**src/rtl/traffic_pkg.sv**
```systemverilog
// Shared lamp encodings, phase enumeration and lamp decode for the traffic light controller.
package traffic_pkg;

    localparam logic [2:0] RED    = 3'b100;
    localparam logic [2:0] YELLOW = 3'b010;
    localparam logic [2:0] GREEN  = 3'b001;

    typedef enum logic [1:0] {
        PH_GREEN  = 2'd0,
        PH_YELLOW = 2'd1,
        PH_ALLRED = 2'd2,
        PH_EMERG  = 2'd3
    } phase_t;

    // Only the active direction may show a non-red lamp, and only in GREEN/YELLOW.
    function automatic logic [2:0] lamp_code(input phase_t ph, input logic is_active);
        logic [2:0] code;
        code = RED;
        case (ph)
            PH_GREEN:  code = is_active ? GREEN : RED;
            PH_YELLOW: code = is_active ? YELLOW : RED;
            default:   code = RED;
        endcase
        return code;
    endfunction

endpackage

```
**src/rtl/tl_dir_arbiter.sv**
```systemverilog
// Combinational round-robin choice of the next direction to receive green.
module tl_dir_arbiter
    import traffic_pkg::*;
#(
    parameter int NUM_DIRS = 4,
    parameter int DW       = (NUM_DIRS > 1) ? $clog2(NUM_DIRS) : 1
) (
    input  logic [DW-1:0]       cur_dir,
    input  logic [NUM_DIRS-1:0] req,
    input  logic                skip_en,
    output logic [DW-1:0]       next_dir
);

    logic [DW-1:0] idx_s;
    logic          found_s;

    // Search starts at cur_dir+1 and wraps, so cur_dir itself is examined last.
    always_comb begin
        next_dir = DW'((int'(cur_dir) + 1) % NUM_DIRS);
        found_s  = 1'b0;
        idx_s    = DW'(0);
        if (skip_en) begin
            for (int k = 1; k <= NUM_DIRS; k++) begin
                idx_s = DW'((int'(cur_dir) + k) % NUM_DIRS);
                if (!found_s && req[idx_s]) begin
                    next_dir = idx_s;
                    found_s  = 1'b1;
                end else begin
                    found_s = found_s;
                end
            end
        end else begin
            found_s = 1'b0;
        end
    end

endmodule

```
**src/rtl/traffic_light_ctrl_param.sv**
```systemverilog
// Parameterised multi-direction traffic light controller with skip and emergency override.
module traffic_light_ctrl_param
    import traffic_pkg::*;
#(
    parameter int NUM_DIRS   = 4,
    parameter int GREEN_CYC  = 8,
    parameter int YELLOW_CYC = 2,
    parameter int ALLRED_CYC = 1
) (
    input  logic                                           clk,
    input  logic                                           rst_n,
    input  logic [NUM_DIRS-1:0]                            req,
    input  logic                                           skip_en,
    input  logic                                           emerg,
    output logic [3*NUM_DIRS-1:0]                          lights,
    output logic [((NUM_DIRS > 1) ? $clog2(NUM_DIRS) : 1)-1:0] active_dir,
    output logic [1:0]                                     phase
);

    localparam int DW      = (NUM_DIRS > 1) ? $clog2(NUM_DIRS) : 1;
    localparam int MAX_GY  = (GREEN_CYC > YELLOW_CYC) ? GREEN_CYC : YELLOW_CYC;
    localparam int MAX_CYC = (MAX_GY > ALLRED_CYC) ? MAX_GY : ALLRED_CYC;
    localparam int CW      = $clog2(MAX_CYC + 1);

    localparam logic [CW-1:0] G_LOAD  = CW'(GREEN_CYC - 1);
    localparam logic [CW-1:0] Y_LOAD  = CW'(YELLOW_CYC - 1);
    localparam logic [CW-1:0] AR_LOAD = CW'((ALLRED_CYC > 0) ? ALLRED_CYC - 1 : 0);
    localparam logic [CW-1:0] CNT_ZERO = CW'(0);

    phase_t        phase_r, phase_s;
    logic [DW-1:0] dir_r, dir_s, next_dir_s;
    logic [CW-1:0] cnt_r, cnt_s, cnt_dec_s;

    tl_dir_arbiter #(
        .NUM_DIRS (NUM_DIRS),
        .DW       (DW)
    ) u_arb (
        .cur_dir  (dir_r),
        .req      (req),
        .skip_en  (skip_en),
        .next_dir (next_dir_s)
    );

    assign cnt_dec_s = cnt_r - CW'(1);

    // State register; reset abandons any phase and restarts a full green on direction 0.
    always_ff @(posedge clk or negedge rst_n) begin
        if (!rst_n) begin
            phase_r <= PH_GREEN;
            dir_r   <= DW'(0);
            cnt_r   <= G_LOAD;
        end else begin
            phase_r <= phase_s;
            dir_r   <= dir_s;
            cnt_r   <= cnt_s;
        end
    end

    // Phase sequencing; direction changes only on entry into GREEN.
    always_comb begin
        phase_s = phase_r;
        dir_s   = dir_r;
        cnt_s   = cnt_r;
        case (phase_r)
            PH_GREEN: begin
                if (emerg || (cnt_r == CNT_ZERO)) begin
                    phase_s = PH_YELLOW;
                    cnt_s   = Y_LOAD;
                end else begin
                    cnt_s = cnt_dec_s;
                end
            end
            PH_YELLOW: begin
                if (cnt_r != CNT_ZERO) begin
                    cnt_s = cnt_dec_s;
                end else if (emerg) begin
                    phase_s = PH_EMERG;
                    cnt_s   = CNT_ZERO;
                end else if (ALLRED_CYC > 0) begin
                    phase_s = PH_ALLRED;
                    cnt_s   = AR_LOAD;
                end else begin
                    phase_s = PH_GREEN;
                    dir_s   = next_dir_s;
                    cnt_s   = G_LOAD;
                end
            end
            PH_ALLRED: begin
                if (emerg) begin
                    phase_s = PH_EMERG;
                    cnt_s   = CNT_ZERO;
                end else if (cnt_r == CNT_ZERO) begin
                    phase_s = PH_GREEN;
                    dir_s   = next_dir_s;
                    cnt_s   = G_LOAD;
                end else begin
                    cnt_s = cnt_dec_s;
                end
            end
            PH_EMERG: begin
                if (emerg) begin
                    cnt_s = CNT_ZERO;
                end else if (ALLRED_CYC > 0) begin
                    phase_s = PH_ALLRED;
                    cnt_s   = AR_LOAD;
                end else begin
                    phase_s = PH_GREEN;
                    dir_s   = next_dir_s;
                    cnt_s   = G_LOAD;
                end
            end
            default: begin
                phase_s = PH_GREEN;
                dir_s   = DW'(0);
                cnt_s   = G_LOAD;
            end
        endcase
    end

    // Lamp decode straight from the state register.
    always_comb begin
        lights = {(3*NUM_DIRS){1'b0}};
        for (int i = 0; i < NUM_DIRS; i++) begin
            lights[3*i +: 3] = lamp_code(phase_r, dir_r == DW'(i));
        end
    end

    assign phase      = phase_r;
    assign active_dir = dir_r;

endmodule

```
**config.mk**
```make
export PLATFORM = sky130hd
export DESIGN_NAME = traffic_light_ctrl_param
export DESIGN_NICKNAME = d
export VERILOG_FILES = /design/src/rtl/traffic_pkg.sv /design/src/rtl/tl_dir_arbiter.sv /design/src/rtl/traffic_light_ctrl_param.sv
export SDC_FILE = /design/constraint.sdc
export NUM_CORES = 1
export LEC_CHECK = 0
export CAP_MARGIN = 20
export CORE_MARGIN = 4
export CORE_UTILIZATION = 39
export CTS_CLUSTER_DIAMETER = 150
export DETAILED_ROUTE_END_ITERATION = 16
export HOLD_SLACK_MARGIN = 0.03
export PLACE_DENSITY = 0.69
export SLEW_MARGIN = 25
export SYNTH_ARGS = -nofsm -noshare
export SYNTH_HDL_FRONTEND = slang
export SYNTH_SLANG_ARGS = --single-unit
```
**constraint.sdc**
```tcl
create_clock -name clk -period 1.9 [get_ports clk]
set_input_delay 0.38 -clock clk [delete_from_list [all_inputs] [get_ports clk]]
set_output_delay 0.38 -clock clk [all_outputs]
set_load 0.02 [all_outputs]
```
**Word-level counts from Yosys, hierarchy flattened**

Cells that the tools add are included.

- $add $sub $neg: 5
- Multiply operators: 0
- Divide/modulo/power cells: 0
- Order comparisons: 4
- Equality and inequality tests: 10
- Shift-type cells: 0
- Multiplexer cells: 42
- Bitwise gates (word level): 1
- Reduce and logical (&&, ||, !) cells: 13

Operators by type and width:

| kind | count |
|---|---|
| $mux 3 | 8 |
| $pmux 3 s2 | 4 |
| $mux 2 | 9 |
| $mux 4 | 4 |
| $pmux 4 s4 | 1 |
| $lt 2x3->1 const B | 4 |
| $mux 1 | 11 |
| $bmux 1 s2 | 4 |
| $eq 2x2->1 const B | 4 |
| $pmux 2 s4 | 1 |
| $ne 2x2->1 const B | 3 |
| $add 2x1->2 const B | 2 |
| $add 2x2->2 const B | 2 |
| $eq 2x1->1 const B | 2 |
| $logic_not 2->1 | 2 |
| $logic_not 4->1 | 1 |
| $reduce_and 4->1 | 1 |
| $reduce_bool 4->1 | 1 |
| $sub 4x1->4 const B | 1 |
| $logic_and 1x1->1 | 3 |
| $logic_not 1->1 | 3 |
| $ne 3x3->1 const B | 1 |
| $reduce_and 3->1 | 1 |
| $logic_or 1x1->1 | 1 |
| $not 1->1 | 1 |

- Register bits: 8
- Latch bits: 0
- Bits in writable memories: 0
- Bits in read-only memories: 0
- Input bits: 8
- Output and inout port bits: 16
- Word-level logic and storage cells: 78
- Memories: 0

**Longest topological paths before layout**

Gate-level depths: netlist of the first run.

- Word-level depth: 17
- Gate-level depth with buffers: 7
- Mapped depth without buffers: 6

**Modules after synthesis**

A second synthesis of the first run with hierarchy kept.

- Cell total of the unflattened synthesis: 78
- Area, all modules: 641.9 sq um

By module, submodules not included:

| module | instances | cells an instance | area each (sq um) | sequential area each (sq um) |
|---|---|---|---|---|
| traffic_light_ctrl_param | 1 | 51 | 474.2 | 203.9 |
| tl_dir_arbiter | 1 | 27 | 167.7 | 0.0 |

**Least setup slack after synthesis of the first run**

OpenSTA, ideal clock, no wires.

- Kind: register -> register
- Start point: register dir_r[0] (netlist: active_dir[0])
- End point: register dir_r[1] (netlist: active_dir[1])
- Library setup time: 128 ps
- Data arrival time: 1,706 ps
- Data required time: 1,772 ps
- Path slack: 66 ps
- Cell stages (with the launch flop): 7
- Path buffers: 1
- Period minus slack after synthesis: 1,834 ps
- Cells stage by stage: dfrtp_1 > buf_6 > or3b_1 > o311a_1 > a211oi_2 > nor2_1 > mux2_1

- Longest elaborated chain between the ends: 17
- Elaborated cells between the ends (all ways): 28
- Those cells by class: add/sub: 4; mux: 18; reduce/logical: 6

Ends and longest elaborated chain:

| what | line | source |
|---|---|---|
| start, declared | traffic_light_ctrl_param.sv:31 | `logic [DW-1:0] dir_r, dir_s, next_dir_s;` |
| start signal, assigned | traffic_light_ctrl_param.sv:54 | `dir_r <= dir_s;` |
| $add 2x1->2 | tl_dir_arbiter.sv:19, tl_dir_arbiter.sv:24 |  |
| $bmux 1 s2 | tl_dir_arbiter.sv:25 | `if (!found_s && req[idx_s]) begin` |
| $mux 1 (implied by the code) | tl_dir_arbiter.sv:25 |  |
| $mux 1 | tl_dir_arbiter.sv:25 |  |
| $mux 1 | tl_dir_arbiter.sv:22 | `if (skip_en) begin` |
| $logic_not 1->1 | tl_dir_arbiter.sv:25 |  |
| $logic_and 1x1->1 | tl_dir_arbiter.sv:25 |  |
| $mux 1 | tl_dir_arbiter.sv:25 |  |
| $mux 1 | tl_dir_arbiter.sv:22 |  |
| $logic_not 1->1 | tl_dir_arbiter.sv:25 |  |
| $logic_and 1x1->1 | tl_dir_arbiter.sv:25 |  |
| $mux 1 | tl_dir_arbiter.sv:25 |  |
| $mux 1 | tl_dir_arbiter.sv:22 |  |
| $logic_not 1->1 | tl_dir_arbiter.sv:25 |  |
| $logic_and 1x1->1 | tl_dir_arbiter.sv:25 |  |
| $mux 2 | tl_dir_arbiter.sv:25 |  |
| $mux 2 (*) | tl_dir_arbiter.sv:22 |  |

Mark *: on every way between the ends. The rest lies on a longest branch, timed or not. The select of a mux whose other input is x is not followed.
A chain may end at the register's enable or synchronous reset.

**Worst setup path in the final report of the first run**

- Start point: register dir_r[0] (netlist: active_dir[0])
- End point: output active_dir[0] (netlist name)

RTL lines:

| what | line | source |
|---|---|---|
| end, declared | traffic_light_ctrl_param.sv:16 | `output logic [((NUM_DIRS > 1) ? $clog2(NUM_DIRS) : 1)-1:0] active_dir,` |

No word-level cell between the ends.

==> flow_summary.ini, run 1 <==
[status]
status = complete, no violations

[global_route]
grt_pass1_vias = 726
grt_max_degree = 10
grt.total_usage_pct = 15.9
antenna_found_initial = 0
grt_pass1_wl_um = 3260
gr-total-overflow = 0

[route]
dr.pass1.iters = 4
ant_nets = 0
drt_iter0_markers = 21
wl_per_cell_um = 12.1
post-route-drc-count = 0
vias = 765
routed_wl_um = 1770
via_per_inst = 5.20

[power_and_ir_drop]
clockPowerShare_pct = 8.2
comb_power_share_pct = 71.0
p_leak_nw = 0.480
switchingPower_uw = 762
powerDensity_nw_per_um2 = 1570
p_seq_share_pct = 20.8
ir_worst_vdd_uv = 844
p_int_uw = 913
switching_share_pct = 45.5

[worst_setup_path]
rr_endpoint = active_dir[1]$_DFFE_PN0P_
critical_path_class = flop to output port
cp_cell_sequence = buf_4 -> clkdlybuf4s50_1
crit_path_end_kind = output port
r2r-start = active_dir[0]$_DFFE_PN0P_
r2r_cells = 6
arrival_ns = 1.45
cp_max_fo = 9
path_delay_family = buffers and inverters
slowest_delay_ns = 0.61
crit_slowest_cell = clkdlybuf4s50_1
rrSetupSlack_ns = 0.09
start_kind = flop
path_buf_inv = 2
crit_required_ns = 1.52

[finish]
drive_gt1_share_pct = 22.1
area.growth.synth_to_final_pct = 43.2
n_antenna_cell = 0
finalNetCount = 136

[min_path]
hp-class = primary input to async pin

[floorplan]
core_area_um2 = 1760
core.rowCount = 15
die-area_um2 = 2670
start_util_pct = 42.2
dieHeight_um = 51.7
die_w_um = 51.7
io-pin-count = 24

[timing]
worst_slew_pin_slew_ns = 0.354
relSlewSlack_pct = 76.3
fmaxAchievable_mhz = 547
setup_tns_ns = 0
grt_setup_unrepaired = false
period_needed_ns = 1.83
slew_violations = 0
finalCritPeriodShare_pct = 96.3
hold_viol_final = 0
fin_worst_skew_ns = 0.0137
whs_ns = 0.392
setup_violations = 0

[yosys]
synth_fp_nets = 101
ys_seq_elements = 8
synth_area_um2 = 744
synth_top_flop_cell = dfrtp_1
synth_edf_count = 0
synth_cells = 88
yosysTopAreaCell = dfrtp_1
synth_top_cells_by_area = dfrtp_1 (17%), dfstp_2 (11%), ha_1 (8.4%), nor2_1 (6.6%), and2_1 (5.0%)
yosys_warnings = 0
yosysUniqueCellTypes = 36
async_flop_share_pct = 100
synth_top_area_share_pct = 16.8
avgSynthCellArea_um2 = 8.46
seq_area_frac_synth_pct = 27.4

[clock_network]
clock_path_buffers = 2
post_cts.repair.setup_buffers = 0
htreeDepth = 1
cts_hold_buf = 0
cts_root_buffer = clkbuf_4
numCtsBuffers = 3
cts_tree = done
clk_pin_slew_worst_paths_ns = 0.06
clkLatencyLatePin_ns = 0.26
clkSinkCount = 8

[place]
portBuffers = 23
gp_congestion = 0.866
hpwl_um = 1470

[job]
maxCapViolations = 0
## layer usage
metal	vias up	wire [µm]	global-route usage, %
met5	-	0	0
met4	0	0	2.62
met3	0	104	5.44
met2	25	792	24.6
met1	359	875	21.7
li1	381	-	-
## worst max-delay path by stage
| stage | from | end | slack, ns | cells after the start |
|---|---|---|---|---|
| after detailed placement | req[2] | active_dir[1]$_DFFE_PN0P_ | -0.24 | 6 |
| after floorplan | active_dir[0]$_DFFE_PN0P_ | active_dir[1]$_DFFE_PN0P_ | 0.07 | 6 |
| final | active_dir[0]$_DFFE_PN0P_ | active_dir[0] | 0.07 | 2 |
| after CTS | req[2] | active_dir[1]$_DFFE_PN0P_ | 0.02 | 6 |
| after global placement | req[2] | active_dir[1]$_DFFE_PN0P_ | -0.19 | 6 |
| after global routing | active_dir[0]$_DFFE_PN0P_ | lights[6] | 0.0009 | 4 |
## cell type report
cell class                      instances  area, µm²
Clock buffer                            4       26.3
Multi-Input combinational cell         71        502
Timing Repair Buffer                   33        279
Inverter                                6       22.5
Fill cell                             169        698
Tap cell                               25       31.3
Sequential cell                         8        205
## cell usage in the layout, fill, tap and decap left out, types with 2 or more instances in the layout
cell             count
ha_1                 5
nor2_1              12
clkdlybuf4s50_1     10
a21oi_1              3
buf_4               10
a31oi_1              2
dlygate4sd2_1        7
o21ai_0              3
nand2_1              3
a22oi_1              3
xnor2_1              2
clkbuf_2             4
mux2_2               2
clkbuf_4             3
nand2b_1             5
dfstp_2              3
o21a_1               2
and2_1               6
dfrtp_1              4
inv_1                6
nor2b_1              3
mux2i_1              2
## cells by family after synthesis
| family | Yosys count | synth area share, % |
|---|---|---|
| simple gates | 35 | 24.9 |
| compound gates | 24 | 24.2 |
| buf+inv | 9 | 5.55 |
| flops | 8 | 27.4 |
| mux | 5 | 7.23 |
| fa+ha+maj | 5 | 8.40 |
| xor+xnor | 2 | 2.35 |
## worst reg2reg max path, stage by stage (launching register included)
cell and delay [ns]:
dfrtp_1 0.41, buf_4 0.18, or3b_1 0.37, o311a_1 0.14, a211oi_2 0.18, nor2_1 0.08
mux2_1 0.31
## power groups by stage
stage	clock (mW)	sequential, mW	combinational [mW]
after global routing	0.156	0.368	1.33
after detailed placement	0	0.349	1.24
final	0.138	0.349	1.19
after global placement	0	0.346	1.21
after floorplan	0	0.392	0.734
after CTS	0.142	0.348	1.20
## sequential cells by signal, indices dropped and copies added, names as in the netlist
register    count
phase           2
active_dir      2
cnt_r           4
## synthesized netlist by cell type (2+ instances only)
master,n
dfstp_2,3
inv_1,6
mux2i_1,2
a21oi_1,3
and2_1,6
a31oi_1,2
clkbuf_1,2
nor2_1,13
nand2_1,3
dfrtp_1,5
nand2b_1,5
ha_1,5
o21ai_0,3
xnor2_1,2
mux2_2,2
nor2b_1,3
o21a_1,2
a22oi_1,3
## per-stage QoR
stage	cells	setup WS (ns)	util, %	instance area [µm²]	power (mW)
after CTS	147	0.0175	60.9	1070	1.69
after detailed placement	143	-0.241	60.2	1060	1.59
after global placement	143	-0.194	60.2	1060	1.56
after floorplan	88	0.0665	-	744	1.13
after global routing	147	0.000933	60.4	1070	1.86
final	147	0.0705	60.4	1070	1.67
## timing repair
item,CTS,global route
pin swaps,0,1
gates resized for setup,12,12
endpoints found under the hold margin,0,0
setup endpoints to repair,12,7
Note: power is estimated with default switching activity, not from simulation.
==> inputs of run 2 (changes only) <==
--- a/config.mk
+++ b/config.mk
@@ -12,7 +12,7 @@
 export DETAILED_ROUTE_END_ITERATION = 16
 export HOLD_SLACK_MARGIN = 0.03
 export PLACE_DENSITY = 0.69
-export SLEW_MARGIN = 25
+export SLEW_MARGIN = 30
 export SYNTH_ARGS = -nofsm -noshare
 export SYNTH_HDL_FRONTEND = slang
 export SYNTH_SLANG_ARGS = --single-unit
==> results of run 2 <==
The final DEF is identical to that of run 1; final timing and power are the same.
==> inputs of run 3 (changes only) <==
==> constraint.sdc (replaced) <==
create_clock -name clk -period 2.15 [get_ports clk]
set_input_delay 0.43 -clock clk [delete_from_list [all_inputs] [get_ports clk]]
set_output_delay 0.43 -clock clk [all_outputs]
set_load 0.02 [all_outputs]
==> flow_summary.ini, run 3 (synthesis gave the netlist of run 1 again) <==
[place]
gp_congestion = 0.881
portBuffers = 23
placed_area_um2 = 1030
hpwl_um = 1420

[global_route]
grt_pass1_wl_um = 2970
antenna_found_initial = 0
grt.total_usage_pct = 14.6
grt_pass1_vias = 658
grt_max_degree = 11
gr-total-overflow = 0

[worst_setup_path]
start_kind = flop
rr_endpoint = active_dir[1]$_DFFE_PN0P_
r2r_cells = 6
critical_path_class = flop to output port
critPathLaunch = active_dir[0]$_DFFE_PN0P_
endpoint = lights[11]
cp_max_fo = 3
rrSetupSlack_ns = 0.25
arrival_ns = 1.59
crit_required_ns = 1.72
crit_path_end_kind = output port
r2r-start = cnt_r[0]$_DFF_PN1_

[floorplan]
die_w_um = 51.7
io-pin-count = 24
die-area_um2 = 2670
core.rowCount = 15
dieHeight_um = 51.7
core_area_um2 = 1760
start_util_pct = 42.2

[finish]
layout_common_cells = nor2_1 (13), clkdlybuf4s50_1 (12), dlygate4sd2_1 (7)
area.growth.synth_to_final_pct = 42.4
fillers = 191
final_common_cell = nor2_1
finalNetCount = 132
drive_gt1_share_pct = 14.4
design_area_um2 = 1060
n_antenna_cell = 0
largest_reg_flops = 4
regMostFlops = cnt_r

[timing]
worst_slew_pin_slew_ns = 0.471
finalCritPeriodShare_pct = 94.1
hold_viol_final = 0
period_needed_ns = 2.02
setup_violations = 0
fin_worst_skew_ns = 0.0138
slew_violations = 0
fmaxAchievable_mhz = 494
grt_setup_unrepaired = false
relSlewSlack_pct = 68.5

[power_and_ir_drop]
p_total_mw = 1.45
p_leak_nw = 0.503
ir_worst_vdd_uv = 739
powerDensity_nw_per_um2 = 1370

[route]
ant_nets = 0
post-route-drc-count = 0
routed_wl_um = 1740
dr.pass1.iters = 4
wl_per_cell_um = 12.2
via_per_inst = 5.10
vias = 730
drt_iter0_markers = 16

[clock_network]
cts_tree = done
clk_pin_slew_worst_paths_ns = 0.06
numCtsBuffers = 3
htreeDepth = 1
clkSinkCount = 8
cts_root_buffer = clkbuf_4
cts_hold_buf = 0
clkLatencyLatePin_ns = 0.26
clock_path_buffers = 2

[job]
maxCapViolations = 0

[min_path]
hp-class = primary input to async pin

[status]
status = complete, no violations
-- run 3: report_power, final --
part	switching [mW]	internal, mW
clock	0.0526	0.0711
combinational	0.540	0.474
sequential	0.0748	0.236
-- run 3: critical path: stages (launching register included) --
cell             delay (ns)
dfrtp_1                0.39
ha_1                   0.20
nand2b_1               0.11
clkdlybuf4s50_1        0.62
-- run 3: worst min path at each step --
stage	from	to	slack [ns]	cells past startpoint
final	rst_n	phase[0]$_DFFE_PN0P_	0.44	1
after global routing	rst_n	phase[1]$_DFFE_PN0P_	0.47	1
after CTS	rst_n	phase[0]$_DFFE_PN0P_	0.45	1
after detailed placement	cnt_r[2]$_DFF_PN1_	cnt_r[2]$_DFF_PN1_	0.53	2
after global placement	cnt_r[2]$_DFF_PN1_	cnt_r[2]$_DFF_PN1_	0.52	2
after floorplan	rst_n	active_dir[0]$_DFFE_PN0P_	0.13	0
-- run 3: per-layer routing --
layer  share of wire (%)  track usage (%)
met3                 6.8             5.16
met1                  48             19.1
met5                   0                0
met4                   0             2.62
met2                  46             23.3
-- run 3: metrics by stage --
step	hold slack [ns]	TNS, ns	cells	util [%]	setup WS (ns)
floorplan	0.134	0	88	-	0.316
global placement	0.515	0	139	58.5	0.0108
detailed placement	0.529	-0.0499	139	58.5	-0.0499
CTS	0.449	0	143	59.5	0.0333
global route	0.470	0	143	60.1	0.0634
finish	0.440	0	143	60.1	0.127
-- run 3: layout make-up --
cell class | count | area [µm²] | share of cell area, %
repair buffers | 29 | 277 | 26.1
clock buffers | 4 | 26.3 | 2.48
well taps | 25 | 31.3 | 2.95
flip-flops and latches | 8 | 204 | 19.2
inverters | 6 | 22.5 | 2.13
multi-input cells | 71 | 499 | 47.1
-- run 3: what timing repair did --
action                                  in CTS  in global routing
gates cloned                                 0                  0
setup buffers                                0                  0
endpoints found under the setup margin       7                  4
resized for setup                            7                  4
